<file path="config.mk">
export PLATFORM = sky130hd
export DESIGN_NAME = convolutor_pipe
export DESIGN_NICKNAME = d
export VERILOG_FILES = /design/src/rtl/convolutor_pipe_pkg.sv /design/src/rtl/conv_adder_tree.sv /design/src/rtl/convolutor_pipe.sv
export SDC_FILE = /design/constraint.sdc
export NUM_CORES = 2
export LEC_CHECK = 0
export CORE_MARGIN = 4
export CORE_UTILIZATION = 55
export DETAILED_ROUTE_END_ITERATION = 10
export PLACE_DENSITY = 0.71
export SLEW_MARGIN = 20
export SYNTH_ARGS = -nofsm -noshare
export SYNTH_HDL_FRONTEND = slang
export SYNTH_HIERARCHICAL = 1
export SYNTH_SLANG_ARGS = --single-unit
</file>
<file path="constraint.sdc">
create_clock -name i_CLK -period 7.4 [get_ports i_CLK]
set_clock_uncertainty 0.1 [all_clocks]
set_input_delay 1.48 -clock i_CLK [delete_from_list [all_inputs] [get_ports i_CLK]]
set_output_delay 1.48 -clock i_CLK [all_outputs]
set_load 0.01 [all_outputs]
</file>
<file path="src/rtl/convolutor_pipe_pkg.sv">
// convolutor_pipe_pkg: shared defaults, beat mode encoding and the rescale helper.
// Contents: BIT_LEN/M_LEN/CONV_LEN/OUT_LEN defaults, mode_e, sat_round().
// sat_round works on a 64-bit signed value so rounding never wraps before the clamp.
package convolutor_pipe_pkg;

  localparam int BIT_LEN_DEF  = 8;
  localparam int M_LEN_DEF    = 3;
  localparam int CONV_LEN_DEF = 20;
  localparam int OUT_LEN_DEF  = 13;
  localparam int SR_W         = 64;

  // i_selecK_I encoding
  typedef enum logic {
    MODE_KERNEL = 1'b0,
    MODE_IMAGE  = 1'b1
  } mode_e;

  // Round half-up, arithmetic shift right by shift_i, clamp to signed out_len_i bits.
  function automatic logic signed [SR_W-1:0] sat_round(
    input logic signed [SR_W-1:0] sum_i,
    input int                     shift_i,
    input int                     out_len_i
  );
    logic signed [SR_W-1:0] t;
    logic signed [SR_W-1:0] hi;
    logic signed [SR_W-1:0] lo;
    t = sum_i;
    if (shift_i > 0) begin
      t = t + (64'sd1 <<< (shift_i - 1));
    end
    t  = t >>> shift_i;
    hi = (64'sd1 <<< (out_len_i - 1)) - 64'sd1;
    lo = -(64'sd1 <<< (out_len_i - 1));
    if (t > hi) begin
      t = hi;
    end else if (t < lo) begin
      t = lo;
    end
    return t;
  endfunction

endpackage

</file>
<file path="src/rtl/conv_adder_tree.sv">
// conv_adder_tree: registered signed sum of N packed IN_W-bit operands, sign-extended to OUT_W.
// Ports: clk_i/rst_i (sync, active-high), vld_i/dat_i operands in, vld_o/sum_o one cycle later.
// Free-running: no backpressure, the valid bit simply travels with the sum.
module conv_adder_tree #(
  parameter int N     = 9,
  parameter int IN_W  = 16,
  parameter int OUT_W = 20
) (
  input  logic                    clk_i,
  input  logic                    rst_i,
  input  logic                    vld_i,
  input  logic [N*IN_W-1:0]       dat_i,
  output logic                    vld_o,
  output logic signed [OUT_W-1:0] sum_o
);

  if (OUT_W <= IN_W) begin : g_width_chk
    $error("conv_adder_tree: OUT_W must exceed IN_W");
  end

  logic signed [OUT_W-1:0] sum_d;
  logic signed [OUT_W-1:0] sum_q;
  logic                    vld_q;

  always_comb begin
    sum_d = '0;
    for (int i = 0; i < N; i++) begin
      sum_d = sum_d + $signed({{(OUT_W-IN_W){dat_i[i*IN_W+IN_W-1]}}, dat_i[i*IN_W +: IN_W]});
    end
  end

  always_ff @(posedge clk_i) begin
    if (rst_i) begin
      vld_q <= 1'b0;
      sum_q <= '0;
    end else begin
      vld_q <= vld_i;
      sum_q <= sum_d;
    end
  end

  assign vld_o = vld_q;
  assign sum_o = sum_q;

endmodule

</file>
<file path="src/rtl/convolutor_pipe.sv">
// convolutor_pipe: pipelined MxM signed convolution, one image column per beat, 3-cycle latency.
// Ports: i_CLK, i_reset (sync, active-high), i_col/i_selecK_I/i_valid/i_row_start beat inputs;
//        o_kernel_rdy (kernel fully loaded), o_data/o_valid result (o_data holds between pulses).
module convolutor_pipe
  import convolutor_pipe_pkg::*;
#(
  parameter int BIT_LEN    = BIT_LEN_DEF,
  parameter int M_LEN      = M_LEN_DEF,
  parameter int CONV_LEN   = CONV_LEN_DEF,
  parameter int OUT_LEN    = OUT_LEN_DEF,
  parameter bit OFFSET_OUT = 1'b1
) (
  input  logic                     i_CLK,
  input  logic                     i_reset,
  input  logic [M_LEN*BIT_LEN-1:0] i_col,
  input  logic                     i_selecK_I,
  input  logic                     i_valid,
  input  logic                     i_row_start,
  output logic                     o_kernel_rdy,
  output logic [OUT_LEN-1:0]       o_data,
  output logic                     o_valid
);

  localparam int SHIFT = CONV_LEN - OUT_LEN;
  localparam int NPROD = M_LEN * M_LEN;
  localparam int PW    = 2 * BIT_LEN;
  localparam int CW    = $clog2(M_LEN + 1);
  localparam int COLW  = M_LEN * BIT_LEN;

  if (CONV_LEN < 2*BIT_LEN + $clog2(M_LEN*M_LEN)) begin : g_conv_len_chk
    $error("convolutor_pipe: CONV_LEN too narrow for the product sum");
  end
  if (OUT_LEN > CONV_LEN) begin : g_out_len_chk
    $error("convolutor_pipe: OUT_LEN must not exceed CONV_LEN");
  end

  logic [COLW-1:0] kwin_q [M_LEN];
  logic [COLW-1:0] kwin_d [M_LEN];
  logic [COLW-1:0] iwin_q [M_LEN];
  logic [COLW-1:0] iwin_d [M_LEN];
  logic [CW-1:0]   kcnt_q, kcnt_d;
  logic [CW-1:0]   fill_q, fill_d;
  logic            krdy_q;
  logic            kern_beat, img_beat;

  assign kern_beat = i_valid && (mode_e'(i_selecK_I) == MODE_KERNEL);
  assign img_beat  = i_valid && (mode_e'(i_selecK_I) == MODE_IMAGE);

  // Both windows shift oldest-out at index 0; the newest column always lands at M_LEN-1.
  always_comb begin
    kwin_d = kwin_q;
    iwin_d = iwin_q;
    kcnt_d = kcnt_q;
    fill_d = fill_q;
    if (kern_beat) begin
      for (int c = 0; c < M_LEN-1; c++) kwin_d[c] = kwin_q[c+1];
      kwin_d[M_LEN-1] = i_col;
      if (kcnt_q != CW'(M_LEN)) kcnt_d = kcnt_q + 1'b1;
    end
    if (img_beat) begin
      for (int c = 0; c < M_LEN-1; c++) iwin_d[c] = iwin_q[c+1];
      iwin_d[M_LEN-1] = i_col;
      if (i_row_start)                 fill_d = CW'(1);
      else if (fill_q != CW'(M_LEN))   fill_d = fill_q + 1'b1;
    end
  end

  // S1 uses the window including this beat's column so latency stays at 3.
  logic                  s1_vld_d, s1_vld_q;
  logic [NPROD*PW-1:0]   prod_d, prod_q;
  logic signed [PW-1:0]  ka, ia;

  assign s1_vld_d = img_beat && (fill_d == CW'(M_LEN)) && krdy_q;

  always_comb begin
    prod_d = '0;
    ka     = '0;
    ia     = '0;
    for (int c = 0; c < M_LEN; c++) begin
      for (int r = 0; r < M_LEN; r++) begin
        ka = {{BIT_LEN{kwin_q[c][r*BIT_LEN+BIT_LEN-1]}}, kwin_q[c][r*BIT_LEN +: BIT_LEN]};
        ia = {{BIT_LEN{iwin_d[c][r*BIT_LEN+BIT_LEN-1]}}, iwin_d[c][r*BIT_LEN +: BIT_LEN]};
        prod_d[(c*M_LEN+r)*PW +: PW] = ka * ia;
      end
    end
  end

  logic                       s2_vld;
  logic signed [CONV_LEN-1:0] s2_sum;

  conv_adder_tree #(
    .N     (NPROD),
    .IN_W  (PW),
    .OUT_W (CONV_LEN)
  ) u_tree (
    .clk_i (i_CLK),
    .rst_i (i_reset),
    .vld_i (s1_vld_q),
    .dat_i (prod_q),
    .vld_o (s2_vld),
    .sum_o (s2_sum)
  );

  // S3: rescale and clamp; only the low OUT_LEN bits of the clamped value carry information.
  logic signed [SR_W-1:0] sum_ext, sr;
  logic                   unused_sr_hi;
  logic [OUT_LEN-1:0]     data_d, data_q;
  logic                   valid_q;

  assign sum_ext      = {{(SR_W-CONV_LEN){s2_sum[CONV_LEN-1]}}, s2_sum};
  assign sr           = sat_round(sum_ext, SHIFT, OUT_LEN);
  assign unused_sr_hi = ^sr[SR_W-1:OUT_LEN];

  always_comb begin
    data_d = sr[OUT_LEN-1:0];
    if (OFFSET_OUT) data_d[OUT_LEN-1] = ~data_d[OUT_LEN-1];
  end

  always_ff @(posedge i_CLK) begin
    if (i_reset) begin
      kwin_q   <= '{default: '0};
      iwin_q   <= '{default: '0};
      kcnt_q   <= '0;
      fill_q   <= '0;
      krdy_q   <= 1'b0;
      s1_vld_q <= 1'b0;
      prod_q   <= '0;
      valid_q  <= 1'b0;
      data_q   <= '0;
    end else begin
      kwin_q   <= kwin_d;
      iwin_q   <= iwin_d;
      kcnt_q   <= kcnt_d;
      fill_q   <= fill_d;
      krdy_q   <= (kcnt_d == CW'(M_LEN));
      s1_vld_q <= s1_vld_d;
      prod_q   <= prod_d;
      valid_q  <= s2_vld;
      if (s2_vld) data_q <= data_d;
    end
  end

  assign o_kernel_rdy = krdy_q;
  assign o_data       = data_q;
  assign o_valid      = valid_q;

endmodule
</file>
==> results.txt <==
Post-route DRC violation count - 0
Worst Hold Class - reg2reg
Fin crit period - 7.04 ns
CTS tree - done
Cell Int Power - 3.51 mW
Boundary pin count - 44
Flop pwr share - 37.9%
Final #Nets - 5037
DR pass1 iterations - 5
Row count - 95
Layer with the highest usage - met2
Crit share post-route - 95.2%
Switching power - 1.59 mW
Max clock buf depth - 3
Met1 GRT Util - 35.2%
Setup Buffers After CTS - 0
Via density - 5.18
Post_cts resized - 0
Fin. Hold Viols - 0
Comb pwr share - 21.0%
Worst Slack Setup Final - 0.358 ns
Detailed Route Iter0 Violations - 1583
GRT overflow - 0
GP Congestion - 0.926
Root Driver - clkbuf_16
Clock Sinks - 323
TritonCTS Buffers - 40
Crit-path max FO - 5
Largest net degree at the start of global routing - 84
Core ar. - 67200 sq um
Setup-failing EPs final - 0
Max-cap violations - 0
Synth Warn # - 6
Ant diodes - 0
Gate Count Post-Synth - 4082
Setup TNS - 0 ns
Worst slew margin - 35.3%
Switch share - 31.2%
Die Wd - 268 um
Initial antenna violation count - 0
Die Area - 71900 sq um
Crit end category - register
Hold Slack - 0.377 ns
Worst Setup Path Type - reg2reg
DRT Wirelength - 84900 um
Area Growth Syn to Fin - 7.69%
Initial Util - 55.4%
Avg Cell Area, Syn - 9.12 sq um
Layout cells sized above 1 - 5.92%
Peak VDD IR - 145 uV
Final HPWL DP - 69300 um
Clock-pin slew of the registers on the worst-case setup and hold paths - 0.06 ns
DRT antenna net count - 0
Vias after detailed routing - 26000
GR Util met3 - 2.77%
Vias in the first global route - 27000
Clock Power Share - 41.1%
Avg WL per Cell - 16.9 um
Synth Cell Area - 37200 sq um
Worst Max-Slew Pin Slew - 0.971 ns
First-pass GRT wire length - 142000 um
Die height - 268 um
Total Routing Usage GR - 24.7%
Net Count, Synth - 5009
Max Freq - 0.142 GHz
Lkg Pwr - 19.0 nW
Worst-Skew Late Latency - 0.58 ns
Run status - completed
Post-CTS Hold Buffers - 0
CP required - 7.75 ns
Slew Viols, Final - 0
Number of H-tree levels - 2
Port buffer count - 43
GR met2 Demand/Resource - 40.4%
Reg2reg setup slack - 0.36 ns
RSZ-0062 raised after global routing - no
Startpoint Class - register
PD cells - 127 nW/um^2
Pre-CTS WS - 0.213 ns
Crit path arrival time - 7.39 ns
[cell usage in the layout (no fill, tap or decap), types with 5 or more instances in the layout]
| master | count |
|---|---|
| a2111o_1 | 5 |
| a211o_1 | 6 |
| a211oi_1 | 32 |
| a21o_1 | 42 |
| a21oi_1 | 163 |
| a31oi_1 | 17 |
| and2_1 | 157 |
| buf_4 | 56 |
| bufinv_16 | 6 |
| clkbuf_16 | 40 |
| clkdlybuf4s50_1 | 42 |
| clkinv_2 | 6 |
| clkinv_4 | 5 |
| dfxtp_1 | 323 |
| fa_1 | 600 |
| ha_1 | 298 |
| inv_1 | 892 |
| mux2_2 | 53 |
| mux2i_1 | 36 |
| mux2i_2 | 18 |
| nand2_1 | 311 |
| nand2b_1 | 32 |
| nand3_1 | 23 |
| nand4_1 | 16 |
| nor2_1 | 261 |
| nor2b_1 | 318 |
| nor3_1 | 25 |
| o211ai_1 | 10 |
| o21a_1 | 21 |
| o21ai_0 | 54 |
| o21ai_1 | 9 |
| o21bai_1 | 11 |
| o2bb2ai_1 | 5 |
| o31a_1 | 6 |
| or2_2 | 18 |
| xnor2_1 | 82 |
| xor2_1 | 44 |
[flip-flops by register name (all words and copies together) (netlist names)]
signal,cells
kcnt_q,2
s1_vld_q,1
o_kernel_rdy,1
iwin_q,72
u_tree/sum_o,14
ka,8
o_valid,1
fill_q,2
u_tree/vld_o,1
kwin_q,64
prod_q,144
o_data,13
[final cells by class]
type / instances / area, sq um
fillers: 5675 / 27100
multi-input cells: 2751 / 26900
flip-flops and latches: 323 / 6470
inverters: 893 / 3350
well taps: 873 / 1090
clock buffers: 48 / 1070
repair buffers: 101 / 896
clock inverters: 24 / 320
[power groups by stage]
stage / sequential [mW] / combinational (mW) / clock (mW)
6_report: 1.93 / 1.07 / 2.10
5_1_grt: 1.94 / 1.22 / 2.21
4_1_cts: 1.93 / 1.07 / 2.15
3_5_place_dp: 1.97 / 1.06 / 0
3_3_place_gp: 1.97 / 1.05 / 0
2_1_floorplan: 1.91 / 0.811 / 0
[routing by layer]
| metal | routed length, um | part of all wire [%] |
|---|---|---|
| met4 | 2520 | 3.0 |
| met1 | 39100 | 46 |
| met2 | 39300 | 46 |
| met5 | 0 | 0 |
| met3 | 4050 | 4.8 |
[worst paths after layout]
path | start | endpoint | depth (start not counted)
max | prod_q[33]$_SDFF_PP0_ | u_tree/sum_o[18]$_SDFF_PP0_ | 24
max reg2reg | prod_q[33]$_SDFF_PP0_ | u_tree/sum_o[18]$_SDFF_PP0_ | 24
min reg2reg | fill_q[0]$_SDFF_PP0_ | fill_q[0]$_SDFF_PP0_ | 1
min | fill_q[0]$_SDFF_PP0_ | fill_q[0]$_SDFF_PP0_ | 1
[critical path, cell delays in order, from the launching register on]
cell and delay [ns]:
dfxtp_1 0.42, inv_1 0.08, fa_1 0.46, fa_1 0.51
inv_1 0.04, ha_1 0.22, fa_1 0.43, a211o_1 0.31
o211ai_1 0.18, o211ai_1 0.18, a211o_1 0.31, o21ai_1 0.12
xor2_1 0.32, fa_1 0.50, fa_1 0.48, fa_1 0.55
inv_1 0.05, ha_1 0.37, a21o_1 0.22, a21o_1 0.19
a21oi_1 0.14, inv_1 0.07, nor2_1 0.17, o31a_1 0.18
mux2_4 0.30
[through the flow]
stage                     utilization [%]  power (mW)  cell area [sq um]  std cells
after floorplan                         -        2.72              37200       4082
after global placement               57.6        3.01              38700       4941
after detailed placement             57.6        3.03              38700       4941
after CTS                            59.7        5.15              40100       5013
after global routing                 59.7        5.38              40100       5013
final                                59.7        5.11              40100       5013
No activity file was read; power rests on OpenSTA's default activity.
